File: src/rtl/cpu_prog_feeder.sv
// Feeds host instruction/data bytes to a small CPU one byte per cycle, inserting
// NOP filler, keeping opcode/operand pairs adjacent and capturing output results.
module cpu_prog_feeder #(
    parameter logic [7:0] NOP_BYTE  = 8'hF0,
    parameter int         RES_DEPTH = 2
) (
    input  logic       clk,
    input  logic       reset,
    input  logic [7:0] s_data,
    input  logic       s_valid,
    output logic       s_ready,
    output logic [7:0] cpu_in,
    output logic       cpu_reset,
    input  logic [7:0] cpu_out,
    output logic [7:0] r_data,
    output logic       r_valid,
    input  logic       r_ready,
    output logic       busy
);

    localparam int CNT_W = $clog2(RES_DEPTH + 1);
    localparam int PTR_W = (RES_DEPTH > 1) ? $clog2(RES_DEPTH) : 1;

    typedef enum logic [1:0] {
        ST_IDLE = 2'd0,
        ST_HOLD = 2'd1,
        ST_DATA = 2'd2,
        ST_PAD  = 2'd3
    } state_t;

    function automatic logic f_is_two(input logic [7:0] b);
        case (b[7:4])
            4'h6, 4'h7, 4'h8: f_is_two = 1'b1;
            default:          f_is_two = 1'b0;
        endcase
    endfunction

    function automatic logic f_is_pad(input logic [7:0] b);
        case (b[7:4])
            4'hA, 4'hC: f_is_pad = 1'b1;
            default:    f_is_pad = 1'b0;
        endcase
    endfunction

    function automatic logic f_is_out(input logic [7:0] b);
        case (b[7:4])
            4'hB, 4'hC: f_is_out = 1'b1;
            default:    f_is_out = 1'b0;
        endcase
    endfunction

    function automatic logic [PTR_W-1:0] f_ptr_inc(input logic [PTR_W-1:0] p);
        if (p == PTR_W'(RES_DEPTH - 1)) begin
            f_ptr_inc = {PTR_W{1'b0}};
        end else begin
            f_ptr_inc = p + {{(PTR_W-1){1'b0}}, 1'b1};
        end
    endfunction

    state_t           r_state;
    state_t           w_state_nxt;
    logic [7:0]       r_cpu_in;
    logic [7:0]       w_cpu_in_nxt;
    logic [7:0]       r_hold_op;
    logic [7:0]       w_hold_op_nxt;
    logic [7:0]       r_data_lat;
    logic [7:0]       w_data_lat_nxt;
    logic             r_iss_b;
    logic             r_iss_c;
    logic             w_iss_b_nxt;
    logic             w_iss_c_nxt;
    logic [2:0]       r_cap_sr;
    logic             r_cpu_reset;
    logic             r_rst_seen;
    logic             w_s_ready;

    logic [7:0]       r_mem [RES_DEPTH];
    logic [PTR_W-1:0] r_wr_ptr;
    logic [PTR_W-1:0] r_rd_ptr;
    logic [CNT_W-1:0] r_count;
    logic             w_push;
    logic             w_pop;
    logic             w_full;
    logic             w_empty;
    logic [2:0]       w_pending;
    logic [31:0]      w_committed;
    logic             w_credit_ok;

    // Captures still owed: scheduled in the shift line plus an output opcode on cpu_in now.
    assign w_pending   = {2'b00, r_cap_sr[0]} + {2'b00, r_cap_sr[1]} + {2'b00, r_cap_sr[2]}
                       + {2'b00, r_iss_b} + {2'b00, r_iss_c};
    assign w_committed = 32'(r_count) + 32'(w_pending);
    assign w_credit_ok = (w_committed < 32'(RES_DEPTH));

    assign w_empty = (r_count == {CNT_W{1'b0}});
    assign w_full  = (r_count == CNT_W'(RES_DEPTH));
    assign w_push  = r_cap_sr[0] & ~w_full;
    assign w_pop   = ~w_empty & r_ready;

    // Next-state, next cpu_in byte and handshake decode.
    always_comb begin
        w_state_nxt    = r_state;
        w_cpu_in_nxt   = NOP_BYTE;
        w_hold_op_nxt  = r_hold_op;
        w_data_lat_nxt = r_data_lat;
        w_iss_b_nxt    = 1'b0;
        w_iss_c_nxt    = 1'b0;
        w_s_ready      = 1'b0;
        case (r_state)
            ST_IDLE: begin
                if (r_cpu_reset) begin
                    w_s_ready = 1'b0;
                end else if (f_is_out(s_data)) begin
                    w_s_ready = w_credit_ok;
                end else begin
                    w_s_ready = 1'b1;
                end
                if (s_valid && w_s_ready) begin
                    if (f_is_two(s_data)) begin
                        w_hold_op_nxt = s_data;
                        w_state_nxt   = ST_HOLD;
                    end else begin
                        w_cpu_in_nxt = s_data;
                        w_iss_b_nxt  = (s_data[7:4] == 4'hB);
                        w_iss_c_nxt  = (s_data[7:4] == 4'hC);
                        if (f_is_pad(s_data)) begin
                            w_state_nxt = ST_PAD;
                        end else begin
                            w_state_nxt = ST_IDLE;
                        end
                    end
                end else begin
                    w_state_nxt = ST_IDLE;
                end
            end
            ST_HOLD: begin
                w_s_ready = 1'b1;
                // The opcode is only released once its operand is in hand.
                if (s_valid) begin
                    w_cpu_in_nxt   = r_hold_op;
                    w_data_lat_nxt = s_data;
                    w_state_nxt    = ST_DATA;
                end else begin
                    w_state_nxt = ST_HOLD;
                end
            end
            ST_DATA: begin
                w_cpu_in_nxt = r_data_lat;
                w_state_nxt  = ST_IDLE;
            end
            ST_PAD: begin
                w_state_nxt = ST_IDLE;
            end
            default: begin
                w_state_nxt = ST_IDLE;
            end
        endcase
    end

    // Sequencer state, issued byte and capture timing line.
    always_ff @(posedge clk or negedge reset) begin
        if (!reset) begin
            r_state    <= ST_IDLE;
            r_cpu_in   <= NOP_BYTE;
            r_hold_op  <= 8'h00;
            r_data_lat <= 8'h00;
            r_iss_b    <= 1'b0;
            r_iss_c    <= 1'b0;
            r_cap_sr   <= 3'b000;
        end else begin
            r_state    <= w_state_nxt;
            r_cpu_in   <= w_cpu_in_nxt;
            r_hold_op  <= w_hold_op_nxt;
            r_data_lat <= w_data_lat_nxt;
            r_iss_b    <= w_iss_b_nxt;
            r_iss_c    <= w_iss_c_nxt;
            r_cap_sr   <= {r_iss_c, r_cap_sr[2] | r_iss_b, r_cap_sr[1]};
        end
    end

    // CPU reset stretcher: held through the first edge after release.
    always_ff @(posedge clk or negedge reset) begin
        if (!reset) begin
            r_rst_seen  <= 1'b0;
            r_cpu_reset <= 1'b1;
        end else begin
            r_rst_seen  <= 1'b1;
            r_cpu_reset <= ~r_rst_seen;
        end
    end

    // Result FIFO storage and pointers.
    always_ff @(posedge clk or negedge reset) begin
        if (!reset) begin
            for (int i = 0; i < RES_DEPTH; i++) begin
                r_mem[i] <= 8'h00;
            end
            r_wr_ptr <= {PTR_W{1'b0}};
            r_rd_ptr <= {PTR_W{1'b0}};
            r_count  <= {CNT_W{1'b0}};
        end else begin
            if (w_push) begin
                r_mem[r_wr_ptr] <= cpu_out;
                r_wr_ptr        <= f_ptr_inc(r_wr_ptr);
            end
            if (w_pop) begin
                r_rd_ptr <= f_ptr_inc(r_rd_ptr);
            end
            case ({w_push, w_pop})
                2'b10:   r_count <= r_count + {{(CNT_W-1){1'b0}}, 1'b1};
                2'b01:   r_count <= r_count - {{(CNT_W-1){1'b0}}, 1'b1};
                default: r_count <= r_count;
            endcase
        end
    end

    assign s_ready   = w_s_ready;
    assign cpu_in    = r_cpu_in;
    assign cpu_reset = r_cpu_reset;
    assign r_valid   = ~w_empty;
    assign r_data    = w_empty ? 8'h00 : r_mem[r_rd_ptr];
    assign busy      = (r_state != ST_IDLE) | (w_pending != 3'd0);

endmodule

File: config.mk
export PLATFORM = sky130hd
export DESIGN_NAME = cpu_prog_feeder
export DESIGN_NICKNAME = d
export VERILOG_FILES = /design/src/rtl/cpu_prog_feeder.sv
export SDC_FILE = /design/constraint.sdc
export NUM_CORES = 1
export LEC_CHECK = 0
export BUFFER_PORTS_ARGS = -buffer_cell sky130_fd_sc_hd__buf_4
export CAP_MARGIN = 20
export CORE_MARGIN = 5
export CORE_UTILIZATION = 56
export DETAILED_ROUTE_END_ITERATION = 8
export GPL_TIMING_DRIVEN = 0
export PLACE_DENSITY = 0.88
export SETUP_SLACK_MARGIN = 0.5
export SLEW_MARGIN = 20
export SYNTH_ARGS = -nofsm -noshare
export SYNTH_HDL_FRONTEND = slang
export SYNTH_SLANG_ARGS = --single-unit
File: constraint.sdc
create_clock -name clk -period 3.44 [get_ports clk]
set_clock_uncertainty 0.05 [all_clocks]
set_input_delay 0.344 -clock clk [delete_from_list [all_inputs] [get_ports clk]]
set_output_delay 0.344 -clock clk [all_outputs]
set_load 0.01 [all_outputs]
# ---- Yosys cells after proc, flatten, opt, wreduce, memory -nomap -nowiden
# Cells that the tools add are included.
dict set report word_totals {
  romBits 0
  elab_cells 100
  mem_count 0
  reg_bits 53
  latch_bits 0
  mem_bits_rw 0
  inputBits 20
  output_inout_bits 20
}
dict set report classes {
  n_bitwise 9
  div 0
  n_shift 0
  n_addsub 9
  n_lt_le_gt_ge 4
  reduce_logical 13
  mux 39
  n_mul 0
  n_eq_ne 12
}
# cell count
set op_table {}
lappend op_table {{2-to-1 mux 8 bit} 8}
lappend op_table {{one-hot mux 8 bit (3 select lines)} 1}
lappend op_table {{2-to-1 mux 1 bit} 21}
lappend op_table {{bitwise mux 16 bit} 1}
lappend op_table {{equality test 4 bit, second input constant} 4}
lappend op_table {{demux 8 bit (select 1 bit)} 1}
lappend op_table {{equality test 2 bit, second input constant} 4}
lappend op_table {{equality test 4 x 3 -> 1 bit, second input constant} 2}
lappend op_table {{2-to-1 mux 2 bit} 4}
lappend op_table {{adder 3 x 1 -> 3 bit} 2}
lappend op_table {{one-hot mux 2 bit (3 select lines)} 1}
lappend op_table {{OR reduction 2 bit} 3}
lappend op_table {{adder 2 x 3 -> 4 bit} 1}
lappend op_table {{equality test 2 x 1 -> 1 bit, second input constant} 2}
lappend op_table {{>= comparator 2 bit, second input constant} 2}
lappend op_table {{zero test 2 bit} 2}
lappend op_table {{< comparator 4 x 2 -> 1 bit, second input constant} 1}
lappend op_table {{NOT 1 -> 2 bit} 2}
lappend op_table {{one-hot mux 2 bit (2 select lines)} 1}
lappend op_table {{nonzero test 2 bit} 2}
lappend op_table {{adder 2 x 1 -> 3 bit} 1}
lappend op_table {{NOT 1 bit} 3}
lappend op_table {{AND reduction 3 bit} 1}
lappend op_table {{nonzero test 3 bit} 1}
lappend op_table {{other kinds (11)} 15}

# ---- Longest topological paths before layout
dict set report logic_depth {
  ltp_word 19
  depth_mapped 10
  mapped_depth_nobuf 10
}

# ---- Worst setup path after synthesis
# Ideal clock, no wire load.
dict set report synth_path {
  path_kind {reg-to-output}
  from {register r_iss_b}
  to {output s_ready}
  arrival_time_ns 2.732
  slack_ns 0.314
  stages_incl_launch_ff 10
  t_required_ns 3.046
  n_path_buf 0
  cell_sequence {dfrtp_1 > fa_1 > inv_1 > fa_1 > inv_1 > ha_1 > fa_1 > a21boi_0 > o31ai_1 > a22o_1}
}
dict set report synth_between {
  elab_chain_cells 8
}
# item line_no
set synth_lines {}
lappend synth_lines {{from (decl)} 68} ;# logic r_iss_b;
lappend synth_lines {{from (signal assigned)} 175} ;# r_iss_b <= w_iss_b_nxt;
lappend synth_lines {{adder 3 x 1 -> 3 bit (2 in series)} 91} ;# + {2'b00, r_iss_b} + {2'b00, r_iss_c};
lappend synth_lines {{adder 2 x 3 -> 4 bit} 92} ;# assign w_committed = 32'(r_count) + 32'(w_pending);
lappend synth_lines {{< comparator 4 x 2 -> 1 bit} 93} ;# assign w_credit_ok = (w_committed < 32'(RES_DEPTH));
lappend synth_lines {{2-to-1 mux 1 bit} 113} ;# end else if (f_is_out(s_data)) begin
lappend synth_lines {{2-to-1 mux 1 bit} 111} ;# if (r_cpu_reset) begin
lappend synth_lines {{2-to-1 mux 1 bit} 109} ;# case (r_state)
lappend synth_lines {{one-hot mux 1 bit (2 select lines)} 109}
lappend synth_lines {{to (decl)} 11} ;# output logic s_ready,
# Every way passes these cells. The select of a mux whose other input is x is not followed.

# ---- Worst setup path in the final report
# Same ends and word-level chain as after synthesis.

==> key figures <==
Clocking
  – Clock root cell: clkbuf_8
  – Clock buffer depth: 2
  – Cts bufs inserted: 5
  – Clock-pin slew on the worst setup and hold paths: 90 ps
  – CTS Sinks: 53
  – H-tree depth: 2
  – Post-cts hold buffer count: 0
  – CTS tree: built
  – Clk Latency, worst-skew pair: 310 ps

Logic synthesis
  – Yosys top cell by area: dfrtp_1
  – Post-synthesis sequential area ratio: 52.2%
  – Warnings from Yosys: 0
  – Count leader, synth: dfrtp_1
  – Synthesized cell area: 2550 um2
  – Mapped Cells: 224
  – Synth Area per Inst: 11.4 um2
  – Post-synth EDFFs: 0
  – Async set or reset register ratio after synthesis: 100%
  – Yosys cell types: 49
  – #FFs+latches synth: 53
  – Top post-synthesis cells by area: dfrtp_1, mux2_2, dfstp_2
  – Top-area cell type share of the netlist area: 47.1%
  – Most instantiated cells after synthesis: dfrtp_1, nand2_1, nor2_1, mux2_2, inv_1
  – Primary FF master, synth: dfrtp_1
  – Syn_nets: 250

Floorplanning
  – FP Rows: 24
  – Top-Level Pins: 40
  – Initial Util: 58.2%
  – Die Width: 77.5 um
  – Die area: 6010 um2
  – Core area: 4380 um2
  – Die height: 77.5 um

Setup path
  – Worst-path cell chain: fa_1 > inv_2 > fa_2 > inv_2 > ha_4 > fa_2 > o31ai_4 > a22o_1 > buf_6
  – Slowest stage cell, crit path: fa_1
  – Crit path capture type: output port
  – CP bufs+invs: 3
  – Capture point of the worst reg-to-reg path: cpu_in[5]
  – Maximum fanout along the worst path: 3
  – Worst reg2reg setup slack: 290 ps
  – WP data required: 3050 ps
  – CP max stage delay: 560 ps
  – Crit path DAT: 3010 ps
  – Delay-heaviest family, CP: adder cells
  – Critical R2R Launch: r_iss_b
  – Reg2reg path depth: 11
  – CP Class: flop to output port
  – Startpoint Class: flop

Finish
  – Fraction of layout cells with a size suffix above 1: 39.0%
  – Final Net Count: 302
  – Multi-input gate area: 1230 um2
  – Number of fill cells: 323
  – Area grow syn2layout: 23.8%
  – N_diodes: 0
  – Final core utilization: 72.1%
  – Seq. cell area: 1330 um2

Detailed routing
  – WL met3: 313 um
  – Final WL: 5140 um
  – Final ANT Viol Nets: 0
  – DR pass1 iterations: 4
  – Top Metal Used: met4
  – Via count: 1833
  – Via-to-Cell Ratio: 5.57
  – DR WL/cell: 15.6 um
  – DRC viols: 0
  – Wire length on met2: 2510 um
  – Wl on met1: 2240 um
  – DRT iter0 DRCs: 126

Power
  – Logic pwr share: 38.1%
  – Sequential group share of total power: 45.1%
  – Switching power: 0.694 mW
  – Internal power: 1.39 mW
  – Pwr Density: 661 nW/um2
  – Worst vdd ir: 0.379 mV
  – Overall power: 2.09 mW
  – P_leak: 1.50 nW
  – Clock network fraction of design power: 16.8%
  – Switching share of power: 33.2%

Global routing
  – Vias in the first global route: 1870
  – First-pass GRT wire length: 8460 um
  – Initial antenna violation count: 0
  – Global Route Usage Sum: 17.3%
  – Congestion Overflow GR: 0
  – Largest net degree at the start of global routing: 54

Status
  – Outcome: completed

Timing
  – Final Hold Fails: 0
  – Setup violators final: 0
  – Post-route minimum period: 3410 ps
  – Worst Tran Pin Value: 664 ps
  – Final Cycle Share: 99.0%
  – Max frequency: 0.294 GHz
  – Max-slew violations: 0
  – Max-slew headroom: 55.7%
  – Unrepaired setup endpoints after global routing: yes

Min path
  – Hold crit path type: input pin to asynchronous set/reset pin

Flow run
  – Max-cap violation count: 0

Place
  – I/O Buffers: 39
  – Dpl hpwl: 3620 um
  – Gpl congestion: 0.845
## cell families after synthesis
family                     after synthesis  share of synthesized area, %
DFF                                     53                          52.2
and+or+nand+nor                         71                          14.4
buffers and inverters                   21                          3.58
muxes                                   30                          13.7
xor gates and xnor gates                 6                          2.06
adders and majority gates                6                          3.82
AOI/OAI and AO/OA                       36                          10.0
other                                    1                         0.147
## how the worst max path moves through the flow
stage                     start      end  cells past startpoint
floorplan               r_iss_b  s_ready                      9
global placement        r_iss_b  s_ready                     10
detailed placement      r_iss_b  s_ready                     10
CTS                 r_cap_sr[1]  s_ready                      8
global route            r_iss_b  s_ready                     11
finish                  r_iss_b  s_ready                      9
## routing by layer
metal | track usage (%) | vias to the layer above
li1 | - | 877
met1 | 21.5 | 890
met2 | 27.9 | 59
met3 | 5.90 | 7
met4 | 6.70 | 0
met5 | 0 | -
## repair_timing
| item | CTS | global route |
|---|---|---|
| resized for setup | 5 | 11 |
| pin swaps | 8 | 16 |
| endpoints found under the setup margin | 2 | 11 |
| buffers inserted | 4 | 2 |
## worst register-to-register path, stage by stage, from the launching register on
cell,delay (ps)
dfrtp_1,410
fa_1,560
inv_2,40
fa_2,330
inv_2,80
ha_4,220
fa_2,490
buf_4,160
buf_6,110
nand2b_4,140
o41ai_4,350
a21oi_1,140
## sequential cells by signal, indices dropped and copies added, names as in the netlist
name	count
r_iss_c	1
r_hold_op	8
r_state	2
cpu_reset	1
r_cap_sr	3
r_count	2
r_iss_b	1
r_rst_seen	1
r_rd_ptr	1
r_data_lat	8
cpu_in	8
r_mem	16
r_wr_ptr	1
## metrics by stage
stage	hold slack, ps	area, um2	instances	setup WS [ps]	setup TNS, ps
4_1_cts	22.9	3080	327	23.1	0
6_report	5.11	3160	329	33.5	0
2_1_floorplan	-1.59	2590	224	522	0
3_5_place_dp	299	2940	315	287	0
5_1_grt	47.2	3160	329	-125	-125
3_3_place_gp	287	2940	315	330	0
## cell type report
| class | count | share of cell area [%] |
|---|---|---|
| flip-flops and latches | 53 | 42.2 |
| multi-input cells | 150 | 39.0 |
| repair buffers | 45 | 10.9 |
| clock buffers | 5 | 2.18 |
| well taps | 52 | 2.06 |
| inverters | 14 | 1.66 |
| plain buffers | 7 | 1.23 |
| clock inverters | 3 | 0.713 |
## power by group through the flow
stage,registers (mW),clock network [mW],logic [mW]
floorplan,0.931,0,0.474
global placement,0.936,0,0.718
detailed placement,0.949,0,0.742
CTS,0.937,0.360,0.768
global route,0.965,0.391,0.876
finish,0.943,0.350,0.796
## placed cells by master (no fill, tap or decap), drive strengths merged, types with 3 or more instances in the layout
master   n
nor3     5
fa       3
nor2    20
a22oi    4
xnor2    5
o21ai   10
nand2b   3
ha       3
buf     50
mux2    22
clkinv   3
dfstp    5
nand3    5
inv     14
a21oi    9
nand2   24
nor2b    3
mux2i    8
dfrtp   48
clkbuf   7
(Power assumes the default switching activity.)
